--- src/rtl/system_dispatch_unit.sv ---
// Dispatch unit: expands {base_address, stride, count} into a stream of (id, data_address) slot offers.
// Latency: first offer appears the cycle after start is sampled; one slot per cycle when out_ready stays high.
// Backpressure: the current offer holds stable while out_ready is low; abort drops the remaining slots.
module system_dispatch_unit #(
    parameter int ID_W   = 32,
    parameter int ADDR_W = 32,
    parameter int CNT_W  = 16
) (
    input  logic              clk,
    input  logic              reset,
    input  logic              start,
    input  logic              abort,
    input  logic [ADDR_W-1:0] base_address,
    input  logic [ADDR_W-1:0] stride,
    input  logic [CNT_W-1:0]  count,
    output logic              out_valid,
    input  logic              out_ready,
    output logic [ID_W-1:0]   out_id,
    output logic [ADDR_W-1:0] out_data_address,
    output logic              busy,
    output logic              done
);

    typedef enum logic [1:0] {
        IDLE  = 2'd0,
        ISSUE = 2'd1,
        DONE  = 2'd2
    } state_t;

    state_t              state, state_nxt;
    logic [CNT_W-1:0]    idx, idx_nxt;
    logic [CNT_W-1:0]    count_q, count_nxt;
    logic [ADDR_W-1:0]   stride_q, stride_nxt;
    logic [ADDR_W-1:0]   addr_q, addr_nxt;
    logic                valid_q, busy_q, done_q;
    logic                last_slot;

    assign last_slot = (idx == (count_q - CNT_W'(1)));

    always_ff @(posedge clk) begin
        if (reset) begin
            state    <= IDLE;
            idx      <= '0;
            count_q  <= '0;
            stride_q <= '0;
            addr_q   <= '0;
            valid_q  <= 1'b0;
            busy_q   <= 1'b0;
            done_q   <= 1'b0;
        end else begin
            state    <= state_nxt;
            idx      <= idx_nxt;
            count_q  <= count_nxt;
            stride_q <= stride_nxt;
            addr_q   <= addr_nxt;
            // Status outputs are registered copies of the next state.
            valid_q  <= (state_nxt == ISSUE);
            busy_q   <= (state_nxt != IDLE);
            done_q   <= (state_nxt == DONE);
        end
    end

    always_comb begin
        state_nxt  = state;
        idx_nxt    = idx;
        count_nxt  = count_q;
        stride_nxt = stride_q;
        addr_nxt   = addr_q;
        case (state)
            IDLE: begin
                // abort together with start wins and keeps the block idle.
                if (start && !abort) begin
                    count_nxt  = count;
                    stride_nxt = stride;
                    idx_nxt    = '0;
                    addr_nxt   = base_address;
                    state_nxt  = (count != '0) ? ISSUE : DONE;
                end
            end
            ISSUE: begin
                if (abort) begin
                    state_nxt = IDLE;
                end else if (out_ready) begin
                    if (last_slot) begin
                        state_nxt = DONE;
                    end else begin
                        idx_nxt  = idx + CNT_W'(1);
                        addr_nxt = addr_q + stride_q;
                    end
                end
            end
            DONE: begin
                state_nxt = IDLE;
            end
            default: begin
                state_nxt = IDLE;
            end
        endcase
    end

    assign out_valid        = valid_q;
    assign out_id           = ID_W'(idx);
    assign out_data_address = addr_q;
    assign busy             = busy_q;
    assign done             = done_q;

endmodule

--- config.mk ---
export PLATFORM = sky130hd
export DESIGN_NAME = system_dispatch_unit
export DESIGN_NICKNAME = d
export VERILOG_FILES = /design/src/rtl/system_dispatch_unit.sv
export SDC_FILE = /design/constraint.sdc
export NUM_CORES = 1
export LEC_CHECK = 0
export CAP_MARGIN = 20
export CORE_MARGIN = 5
export CORE_UTILIZATION = 51
export DETAILED_ROUTE_END_ITERATION = 8
export PLACE_DENSITY_LB_ADDON = 0.2
export SETUP_SLACK_MARGIN = 0.1
export SYNTH_ARGS = -nofsm -noshare
export SYNTH_HDL_FRONTEND = slang
export SYNTH_SLANG_ARGS = --single-unit
export TNS_END_PERCENT = 20
--- constraint.sdc ---
create_clock -name clk -period 3 [get_ports clk]
set_input_delay 0.45 -clock clk [delete_from_list [all_inputs] [get_ports clk]]
set_output_delay 0.45 -clock clk [all_outputs]
set_load 0.01 [all_outputs]
---- Word-level counts from Yosys, hierarchy flattened ----
Index checks and enable logic that the tools add are counted.
word-level totals
  register bits ........................... 101
  output and inout port bits .............. 67
  bits of input ports ..................... 85
operators by class
  add/sub/neg operators ................... 3
  mux-type cells .......................... 16
  reduce and logical (&&, ||, !) cells .... 8
  eq/ne operators ......................... 8
operators by type and width
  kind                     count
  $mux W32                 4
  $mux W16                 4
  $pmux W32 S2             1
  $add A32 B32 Y32         1
  $pmux W16 S2             1
  $add A16 B1 Y16 const B  1
  $eq A16 B16 Y1           1
  $reduce_bool A16 Y1      1
  $sub A16 B1 Y16 const B  1
  $mux W2                  5
  $ne A2 B2 Y1 const B     4
  $reduce_and A5 Y1        1
  $eq A2 B1 Y1 const B     2
  $pmux W2 S2              1
  $reduce_bool A2 Y1       2
  $eq A2 B2 Y1 const B     1
  $logic_not A2 Y1         1
  $reduce_and A2 Y1        1
  $logic_and A1 B1 Y1      1
  $logic_not A1 Y1         1

---- Longest topological paths before layout ----
Gate-level depths: netlist of run 1.
  depth after elaboration ................. 7
  mapped depth ............................ 14
  depth with buffers taken out ............ 12

---- Least setup slack after synthesis of run 1 ----
OpenSTA, ideal clock, no wires.
  kind .................................... reg-to-reg
  from .................................... register addr_q[3], in the netlist out_data_address[3]
  to ...................................... register addr_q[29], in the netlist out_data_address[29]
  stages on the path, launching flop included .. 11
  required time ........................... 2.879 ns
  setup time .............................. 0.121 ns
  arrival ................................. 2.519 ns
  setup slack ............................. 0.359 ns
  path through ............................ dfxtp_1 -> ha_1 -> o211ai_1 -> o21a_1 -> a221o_1 -> a21bo_1 -> a211oi_4 -> a2111oi_1 -> or3_1 -> a31oi_1 -> a21oi_1
on the way
  word-level cells in the longest chain between the ends .. 5
ends and longest elaborated chain
  element                 RTL line  text
  from (decl)             34        logic [ADDR_W-1:0] addr_q, addr_nxt;
  from (signal assigned)  55        addr_q <= addr_nxt;
  $add A32 B32 Y32        88        addr_nxt = addr_q + stride_q;
  $mux W32                84        if (last_slot) begin
  $mux W32                83        end else if (out_ready) begin
  $mux W32                81        if (abort) begin
  $pmux W32 S2            69        case (state)
Every way passes these cells. The select of a mux whose other input is x is not followed.
A chain may end at the register's enable or synchronous reset.

---- Final worst setup path of run 1 ----
Ends and elaborated chain as after synthesis.

==> run_results.csv, run 1 <==
group,metric,value,unit
logic_synthesis,ys.flop_type,"dfxtp_1",
critical_path,crit_fanout,5,
clocking,tritoncts,"built",
power_and_ir_drop,ir_worst_vdd,0.340,mV
detailed_routing,viasPerCell,5.61,
die,die_x,122,um
power_and_ir_drop,p_total,0.00350,W
global_route,track_usage,22.9,%
logic_synthesis,synth.avg_cell_area,7.57,um^2
cells_and_area,syn_to_final_growth,29.9,%
logic_synthesis,synthArstFlopShare,0,%
cells_and_area,multi_input_area,4120,um^2
sta,fmax,0.346,GHz
logic_synthesis,synthTopCellsByArea,"dfxtp_1, nand2_1, a21oi_1, ha_1, xor2_1",
global_route,grt_pass1_wl,28100,um
critical_path,crit_type,"reg2reg",
clocking,clock_path_buffers,2,
logic_synthesis,synth_area,6370,um^2
detailed_routing,drt_iter0_markers,489,
global_route,antenna_found_initial,0,
global_route,gr-total-overflow,0,
die,initial_core_util,52.6,%
critical_path,critical-path-max-stage-delay,0.40,ns
logic_synthesis,yosys_warnings,0,
cells_and_area,regArea,2030,um^2
logic_synthesis,netlist_instances,842,
global_route,use_met1,31.8,%
critical_path,worstSetupEndpointType,"flip-flop",
placement,portBuffers,135,
logic_synthesis,ys_types,69,
sta,period_share,96.4,%
worst_hold_path,hold_class,"reg2reg",
detailed_routing,ant_nets,0,
die,fp-row-count,40,
logic_synthesis,synth_top_area_share,31.7,%
clocking,htreeDepth,3,
global_route,top_usage_layer,"met2",
logic_synthesis,ys_seq_area_share,31.7,%
clocking,clk_latency,0.34,ns
die,die-area,14800,um^2
global_route,grt_max_degree,71,
run,cap_violations,0,
power_and_ir_drop,p_per_area,422,nW/um^2
logic_synthesis,yosys.area.top_type,"dfxtp_1",
logic_synthesis,synth-edff-count,0,
sta,setup_viol,0,
sta,tightest_slew,0.795,ns
logic_synthesis,synthTopCellsByCount,"nand2_1, dfxtp_1, a21oi_1",
cells_and_area,drive_gt1_share,7.56,%
clocking,path_clk_slew,0.07,ns
detailed_routing,finalWirelength,17700,um
detailed_routing,vias,6351,
sta,setup-tns-final,0,ns
placement,gp_congestion,0.929,
critical_path,critical_path.startpoint_type,"flip-flop",
sta,timing.final.crit_period,2.89,ns
logic_synthesis,synth_most_common_cell,"nand2_1",
placement,dpl.hpwl,12700,um
clocking,cts-buffers-inserted,9,
critical_path,worstPathArrival,3.12,ns
power_and_ir_drop,leakage,3.25,nW
cells_and_area,n_fill_cell,1055,
cells_and_area,nNetsFinal,1080,
die,core,12100,um^2
sta,finalHoldViolCount,0,
sta,slew_headroom,47.0,%
global_route,grt_use_met3,4.92,%
critical_path,worst_ep_required_time,3.23,ns
critical_path,path_cells,"ha_4, o211ai_1, o21a_1, a221o_1, a21bo_2, a211oi_4, a2111oi_4, or3_1, a31oi_1, a21oi_1",
die,io_pins,152,
global_route,grt_use_met2,36.8,%
detailed_routing,wl_per_cell,15.6,um
sta,rsz0062_at_grt,"true",
clocking,cts-root-buf,"clkbuf_16",
logic_synthesis,synth_seq_cells,101,
global_route,grt_pass1_vias,5764,
critical_path,crit_slowest_cell,"a211oi_4",
cells_and_area,num_antenna_cells,0,
clocking,cts.sink_count,101,
sta,hold_ws,0.462,ns
sta,slew_viol_final,0,
detailed_routing,post-route-drc-count,0,
die,fp.dieH,122,um
run_status,status,"finished, final reports clean",
sta,clock_skew,0.00459,ns
cells_and_area,final_core_util,68.4,%
detailed_routing,dr.pass1.iters,5,
metrics by stage:
step           cell area, um^2  cells  setup slack (ns)
2_1_floorplan             6430    857             0.359
3_3_place_gp              7810   1112             0.231
3_5_place_dp              7810   1112             0.168
4_1_cts                   8110   1127             0.102
5_1_grt                   8280   1133           -0.0316
6_report                  8280   1133             0.109
registers in the layout (all words and copies together), names as in the netlist:
name and flops:
busy 1, out_data_address 32, state 2, count_q 16, idx 16, out_valid 1, stride_q 32, done 1
critical path, delay by kind of cell, from the launching register on:
kind | cells | cell delay (ns)
DFF | 1 | 0.35
and+or+nand+nor | 1 | 0.38
AOI/OAI and AO/OA | 8 | 1.74
adders and majority gates | 1 | 0.30
per-layer routing:
layer	routed length (um)	share of wire [%]
met4	182	1.0
met3	1180	6.7
met1	8140	46
met5	0	0
met2	8230	46
logic make-up (layout without fill, tap and decap cells):
kind of cell    Yosys count  count (layout)  synth area share, %
simple gates            340             340                 25.5
compound gates          234             234                 22.8
flops                   101             101                 31.7
buf+inv                  84             192                 6.46
xor+xnor                 46              46                 6.32
fa+ha+maj                34              34                 6.79
mux                       2               2                0.334
other cells               1              16               0.0588
final timing paths:
kind	from	to	slack (ns)	cells after the start
worst min-delay path	stride_q[10]$_SDFFE_PP0P_	stride_q[10]$_SDFFE_PP0P_	0.46	2
worst max-delay path	out_data_address[3]$_SDFFE_PP0P_	out_data_address[29]$_SDFFE_PP0P_	0.11	10
worst min register to register	stride_q[10]$_SDFFE_PP0P_	stride_q[10]$_SDFFE_PP0P_	0.46	2
worst max register to register	out_data_address[3]$_SDFFE_PP0P_	out_data_address[29]$_SDFFE_PP0P_	0.11	10
placed cells by master, fill, tap and decap left out, drive strengths merged, types with 5 or more instances in the layout:
cell type / instances
a211oi: 17
a21o: 11
a21oi: 99
a311oi: 12
a31oi: 13
and3: 11
buf: 22
clkbuf: 11
clkdlybuf4s50: 134
conb: 16
dfxtp: 101
ha: 33
inv: 20
nand2: 160
nand2b: 13
nand3: 23
nand4: 12
nor2: 58
nor2b: 6
nor3: 10
nor4: 14
nor4b: 5
o211ai: 5
o21ai: 43
o31a: 5
or3: 6
xnor2: 19
xor2: 27
report_power, final:
| group | switching, W | leakage, nW | total (W) | internal [W] |
|---|---|---|---|---|
| logic | 0.000432 | 2.28 | 0.000837 | 0.000406 |
| clock network | 0.000508 | 0.145 | 0.00118 | 0.000668 |
| registers | 0.0000681 | 0.827 | 0.00148 | 0.00141 |
| total | 0.00101 | 3.25 | 0.00350 | 0.00249 |
area by class of cell:
cell class / count / share of cell area (%)
clock buffer: 10 / 2.89
clock inverter: 5 / 0.725
inverter: 20 / 0.907
multi-input combinational: 672 / 49.7
sequential: 101 / 24.5
tap: 168 / 2.54
timing repair buffer: 157 / 18.8
repair_timing:
action / 4_1_cts / 5_1_grt
hold buffers: 0 / 0
gates resized for setup: 0 / 20
buffers inserted: 0 / 5
endpoints found under the setup margin: 0 / 26
(Power assumes the default switching activity.)
==> run 2: changes to the inputs <==
--- a/config.mk
+++ b/config.mk
@@ -5,8 +5,9 @@
 export SDC_FILE = /design/constraint.sdc
 export NUM_CORES = 1
 export LEC_CHECK = 0
+export ABC_CLOCK_PERIOD_IN_PS = 3000
 export CAP_MARGIN = 20
-export CORE_MARGIN = 5
+export CORE_MARGIN = 8
 export CORE_UTILIZATION = 51
 export DETAILED_ROUTE_END_ITERATION = 8
 export PLACE_DENSITY_LB_ADDON = 0.2
==> run 2 against run 1 <==
  * Maximum frequency grew 1.2%
  * Largest power group unchanged
  * Clock skew is 0.00082 ns lower
  * Global-route usage shrank 0.47 points
  * First-iteration DRC count shrank 1.8%
  * Power down 2.2%
  * Sequential cell count is the same
  * Register-to-register slack improved by 0.03 ns
  * Worst hold slack improved by 0.0018 ns
  * Design area decreased by 0.33%
==> run_results.csv, run 2 (synthesis results as in run 1) <==
group,metric,value,unit
critical_path,worstSetupEndpointType,"flip-flop",
critical_path,critical_path.startpoint_type,"flip-flop",
worst_hold_path,hold_depth,2,
detailed_routing,post-route-drc-count,0,
sta,rsz0062_at_grt,"true",
detailed_routing,dr.pass1.iters,5,
detailed_routing,finalWirelength,18600,um
global_route,antenna_found_initial,0,
clocking,path_clk_slew,0.07,ns
global_route,gr-total-overflow,0,
cells_and_area,final_cells,1140,
critical_path,crit_slowest_cell,"a211oi_4",
clocking,cts-root-buf,"clkbuf_16",
clocking,tritoncts,"built",
detailed_routing,ant_nets,0,
clocking,clk_latency,0.36,ns
clocking,hold_buffers,0,
critical_path,path_buf_inv,0,
critical_path,r2r_cells,10,
clocking,cts-buffers-inserted,9,
sta,fmax,0.350,GHz
sta,setup-tns-final,0,ns
worst_hold_path,hold_class,"reg2reg",
critical_path,path_delay_family,"compound AO/OA/AOI/OAI gates",
sta,clock_skew,0.00377,ns
cells_and_area,n_fill_cell,1110,
cells_and_area,syn_to_final_growth,29.5,%
global_route,track_usage,22.4,%
cells_and_area,num_antenna_cells,0,
sta,finalHoldViolCount,0,
sta,period_share,95.2,%
placement,dp_cells,1120,
cells_and_area,nNetsFinal,1083,
critical_path,worstPathArrival,3.10,ns
detailed_routing,viasPerCell,5.61,
critical_path,path_cells,"ha_4, o211ai_1, o21a_1, a221o_1, a21bo_2, a211oi_4, a2111oi_4, or3_1, a31oi_1, a21oi_1",
power_and_ir_drop,leakage,3.25,nW
critical_path,crit_type,"reg2reg",
critical_path,crit_fanout,5,
power_and_ir_drop,p_per_area,414,nW/um^2
die,die-area,16300,um^2
cells_and_area,final_cell_mix,"nand2_1, clkdlybuf4s50_1, dfxtp_1",
critical_path,crit_cells,10,
run,cap_violations,0,
die,die_x,128,um
run_status,status,"finished, final reports clean",
placement,portBuffers,135,
global_route,grt_pass1_vias,5990,
detailed_routing,drt_iter0_markers,480,
sta,slew_headroom,48.2,%
critical_path,critical-path-max-stage-delay,0.42,ns
placement,place_ws,0.0640,ns
die,io_pins,152,
clocking,htreeDepth,3,
detailed_routing,wl_per_cell,16.3,um
sta,fin_ws,0.143,ns
sta,tightest_slew,0.777,ns
cells_and_area,layout_commonest_cell,"nand2_1",
die,initial_core_util,51.3,%
global_route,grt_max_degree,71,
placement,gp_congestion,0.900,
clocking,cts.sink_count,101,
sta,timing.final.crit_period,2.86,ns
power_and_ir_drop,ir_worst_vdd,0.323,mV
die,core,12400,um^2
sta,setup_viol,0,
global_route,grt_pass1_wl,29900,um
placement,dpl.hpwl,13700,um
die,fp-row-count,41,
die,fp.dieH,128,um
detailed_routing,vias,6391,
critical_path,worst_ep_required_time,3.24,ns
cells_and_area,drive_gt1_share,7.33,%
clocking,clock_path_buffers,2,
sta,slew_viol_final,0,
## run 2: changes by cell type in the layout (fill, tap and decap cells not counted), sizes merged
cell	previous run	this run
buf	22	26
bufinv	1	0
clkbuf	11	10
clkinv	3	2
clkinvlp	1	3
## run 2: final timing paths
path                                                        from                                 to  slack [ns]
worst min-delay path                   stride_q[19]$_SDFFE_PP0P_          stride_q[19]$_SDFFE_PP0P_        0.46
worst max register to register  out_data_address[3]$_SDFFE_PP0P_  out_data_address[29]$_SDFFE_PP0P_        0.14
worst max-delay path            out_data_address[3]$_SDFFE_PP0P_  out_data_address[29]$_SDFFE_PP0P_        0.14
worst min register to register         stride_q[19]$_SDFFE_PP0P_          stride_q[19]$_SDFFE_PP0P_        0.46
## run 2: repair_timing
item                       in CTS  in global routing
resized for setup               1                 12
pin swaps                       0                  5
setup buffers                   0                  5
setup endpoints to repair       2                 33
## run 2: stage by stage
stage,hold slack (ns),util (%),instance area [um^2],total power (W)
after global routing,0.480,66.5,8250,0.00358
final,0.463,66.5,8250,0.00342
after CTS,0.462,65.6,8140,0.00342
after global placement,0.449,63.3,7860,0.00231
after floorplan,0.440,-,6430,0.00200
after detailed placement,0.453,63.3,7860,0.00232
## run 2: tightest hold or removal path, stage by stage (launching register included)
cell,delay [ns]
dfxtp_1,0.32
nand2_1,0.05
a21oi_1,0.05
## run 2: area by class of cell
type | count | area [um^2] | share of cell area (%)
multi-input combinational | 672 | 4090 | 49.6
sequential | 101 | 2020 | 24.5
timing repair buffer | 160 | 1570 | 19.0
clock buffer | 10 | 239 | 2.90
tap | 172 | 215 | 2.61
inverter | 20 | 75.1 | 0.910
clock inverter | 5 | 36.3 | 0.440
## run 2: power by group
part / leakage (nW) / switching, W / internal (W)
sequential: 0.825 / 0.0000696 / 0.00141
combinational: 2.30 / 0.000427 / 0.000399
clock: 0.127 / 0.000525 / 0.000582
## run 2: layer usage
layer,GRT usage [%],vias up,routed length [um]
li1,-,3207,-
met1,28.8,2920,8590
met2,35.8,241,8360
met3,6.36,23,1390
met4,6.43,0,238
met5,0,-,0
==> run 3: changes to the inputs <==
--- a/config.mk
+++ b/config.mk
@@ -8,7 +8,7 @@
 export ABC_CLOCK_PERIOD_IN_PS = 3000
 export CAP_MARGIN = 20
 export CORE_MARGIN = 8
-export CORE_UTILIZATION = 51
+export CORE_UTILIZATION = 40
 export DETAILED_ROUTE_END_ITERATION = 8
 export PLACE_DENSITY_LB_ADDON = 0.2
 export SETUP_SLACK_MARGIN = 0.1
==> run 3 against run 2 <==
  * Design area grew 0.71%
  * Count of clock-buffer cells in the layout is 2 higher
  * Clock power about the same
  * Worst setup slack lost 0.019 ns
  * Register-to-register slack worse by 0.02 ns
  * Worst hold slack got worse by 0.0024 ns
  * First-iteration DRC count down 22%
  * Clock skew grew 0.0038 ns
  * Core utilization fell by 14 points
  * Sequential cell count unchanged
  * Die area grew 24%
  * Power rose by 0.43%
==> run_results.csv, run 3 (synthesis results as in run 1) <==
group,metric,value,unit
run_status,status,"finished, final reports clean",
detailed_routing,dr.pass1.iters,5,
detailed_routing,drt_iter0_markers,374,
detailed_routing,viasPerCell,5.37,
sta,slew_viol_final,0,
power_and_ir_drop,ir_worst_vdd,0.279,mV
placement,portBuffers,135,
critical_path,worstPathArrival,3.11,ns
placement,dpl.hpwl,13800,um
sta,fmax,0.348,GHz
global_route,grt_max_degree,71,
clocking,clock_path_buffers,2,
cells_and_area,final_cell_mix,"nand2_1, clkdlybuf4s50_1, a21oi_1",
clocking,tritoncts,"built",
clocking,cts.sink_count,101,
cells_and_area,n_fill_cell,1523,
cells_and_area,nNetsFinal,1083,
sta,timing.final.crit_period,2.88,ns
power_and_ir_drop,switching_share,29.6,%
detailed_routing,wl_per_cell,16.1,um
detailed_routing,ant_nets,0,
clocking,clk_latency,0.36,ns
clocking,cts-buffers-inserted,9,
die,initial_core_util,40.6,%
global_route,antenna_found_initial,0,
detailed_routing,post-route-drc-count,0,
cells_and_area,regArea,2030,um^2
global_route,track_usage,18.7,%
die,fp.dieH,142,um
die,core,15700,um^2
clocking,htreeDepth,3,
cells_and_area,syn_to_final_growth,30.4,%
critical_path,crit_type,"reg2reg",
clocking,hold_buffers,0,
power_and_ir_drop,p_seq_share,43.2,%
global_route,gr-total-overflow,0,
sta,setup_viol,0,
die,io_pins,152,
run,cap_violations,0,
worst_hold_path,hold_class,"reg2reg",
sta,finalHoldViolCount,0,
die,fp-row-count,46,
sta,setup-tns-final,0,ns
cells_and_area,final_core_util,52.9,%
cells_and_area,num_antenna_cells,0,
sta,slew_headroom,45.3,%
clocking,cts-root-buf,"clkbuf_16",
detailed_routing,vias,6367,
critical_path,critical_path.startpoint_type,"flip-flop",
power_and_ir_drop,power.internal,0.00242,W
global_route,grt_pass1_wl,30500,um
global_route,grt_pass1_vias,5935,
cells_and_area,drive_gt1_share,8.05,%
sta,clock_skew,0.00755,ns
power_and_ir_drop,p_clk_share,32.8,%
power_and_ir_drop,p_sw,0.00102,W
sta,hold_ws,0.461,ns
clocking,path_clk_slew,0.07,ns
die,die-area,20200,um^2
power_and_ir_drop,p_per_area,413,nW/um^2
sta,rsz0062_at_grt,"true",
power_and_ir_drop,leakage,3.26,nW
critical_path,worst_ep_required_time,3.24,ns
cells_and_area,layout_commonest_cell,"nand2_1",
cells_and_area,multi_input_area,4110,um^2
critical_path,worstSetupEndpointType,"flip-flop",
placement,gp_congestion,0.876,
power_and_ir_drop,p_comb_share,24.0,%
detailed_routing,finalWirelength,19100,um
critical_path,crit_fanout,4,
die,die_x,142,um
sta,period_share,95.9,%
sta,tightest_slew,0.820,ns
-- run 3: timing repair --
action	CTS	global route
gates resized for setup	2	21
endpoints found under the setup margin	3	33
buffers inserted	0	6
pin swaps	0	6
-- run 3: worst paths after layout --
check | from | endpoint | slack [ns] | cells past startpoint
max | out_data_address[1]$_SDFFE_PP0P_ | out_data_address[29]$_SDFFE_PP0P_ | 0.12 | 10
min | stride_q[22]$_SDFFE_PP0P_ | stride_q[22]$_SDFFE_PP0P_ | 0.46 | 2
max reg2reg | out_data_address[1]$_SDFFE_PP0P_ | out_data_address[29]$_SDFFE_PP0P_ | 0.12 | 10
min reg2reg | stride_q[22]$_SDFFE_PP0P_ | stride_q[22]$_SDFFE_PP0P_ | 0.46 | 2
-- run 3: final cells by class --
type	count	area share [%]
Multi-Input combinational cell	672	49.4
Sequential cell	101	24.4
Timing Repair Buffer	160	18.6
Tap cell	216	3.25
Clock buffer	12	3.09
Inverter	20	0.903
Clock inverter	4	0.271
-- run 3: metrics by stage --
step | cell area [um^2] | total power, W | std cells | setup slack [ns]
2_1_floorplan | 6430 | 0.00200 | 857 | 0.359
3_3_place_gp | 7880 | 0.00231 | 1163 | 0.176
3_5_place_dp | 7880 | 0.00231 | 1163 | 0.0893
4_1_cts | 8160 | 0.00345 | 1179 | 0.0984
5_1_grt | 8310 | 0.00361 | 1185 | 0.000272
6_report | 8310 | 0.00343 | 1185 | 0.124
-- run 3: power by group through the flow --
stage               combinational, W  sequential [W]  clock [W]
CTS                         0.000813         0.00148    0.00116
global route                0.000907         0.00149    0.00121
floorplan                   0.000489         0.00151          0
detailed placement          0.000806         0.00151          0
finish                      0.000824         0.00148    0.00113
global placement            0.000803         0.00151          0
-- run 3: worst max-delay path: stages (launching register included) --
cell,delay [ns]
dfxtp_2,0.34
ha_1,0.29
a211oi_1,0.07
o21a_1,0.21
a221o_1,0.38
a21bo_2,0.27
a211oi_4,0.38
a2111oi_4,0.13
or3_1,0.41
a31oi_1,0.19
a21oi_1,0.09
-- run 3: per-layer routing --
metal	routed length, um	part of all wire [%]	track usage (%)	up-vias
met4	240	1.3	5.71	0
met5	0	0	0	-
met2	8860	46	30.0	180
li1	-	-	-	3205
met3	1140	6.0	4.93	20
met1	8820	46	24.0	2962
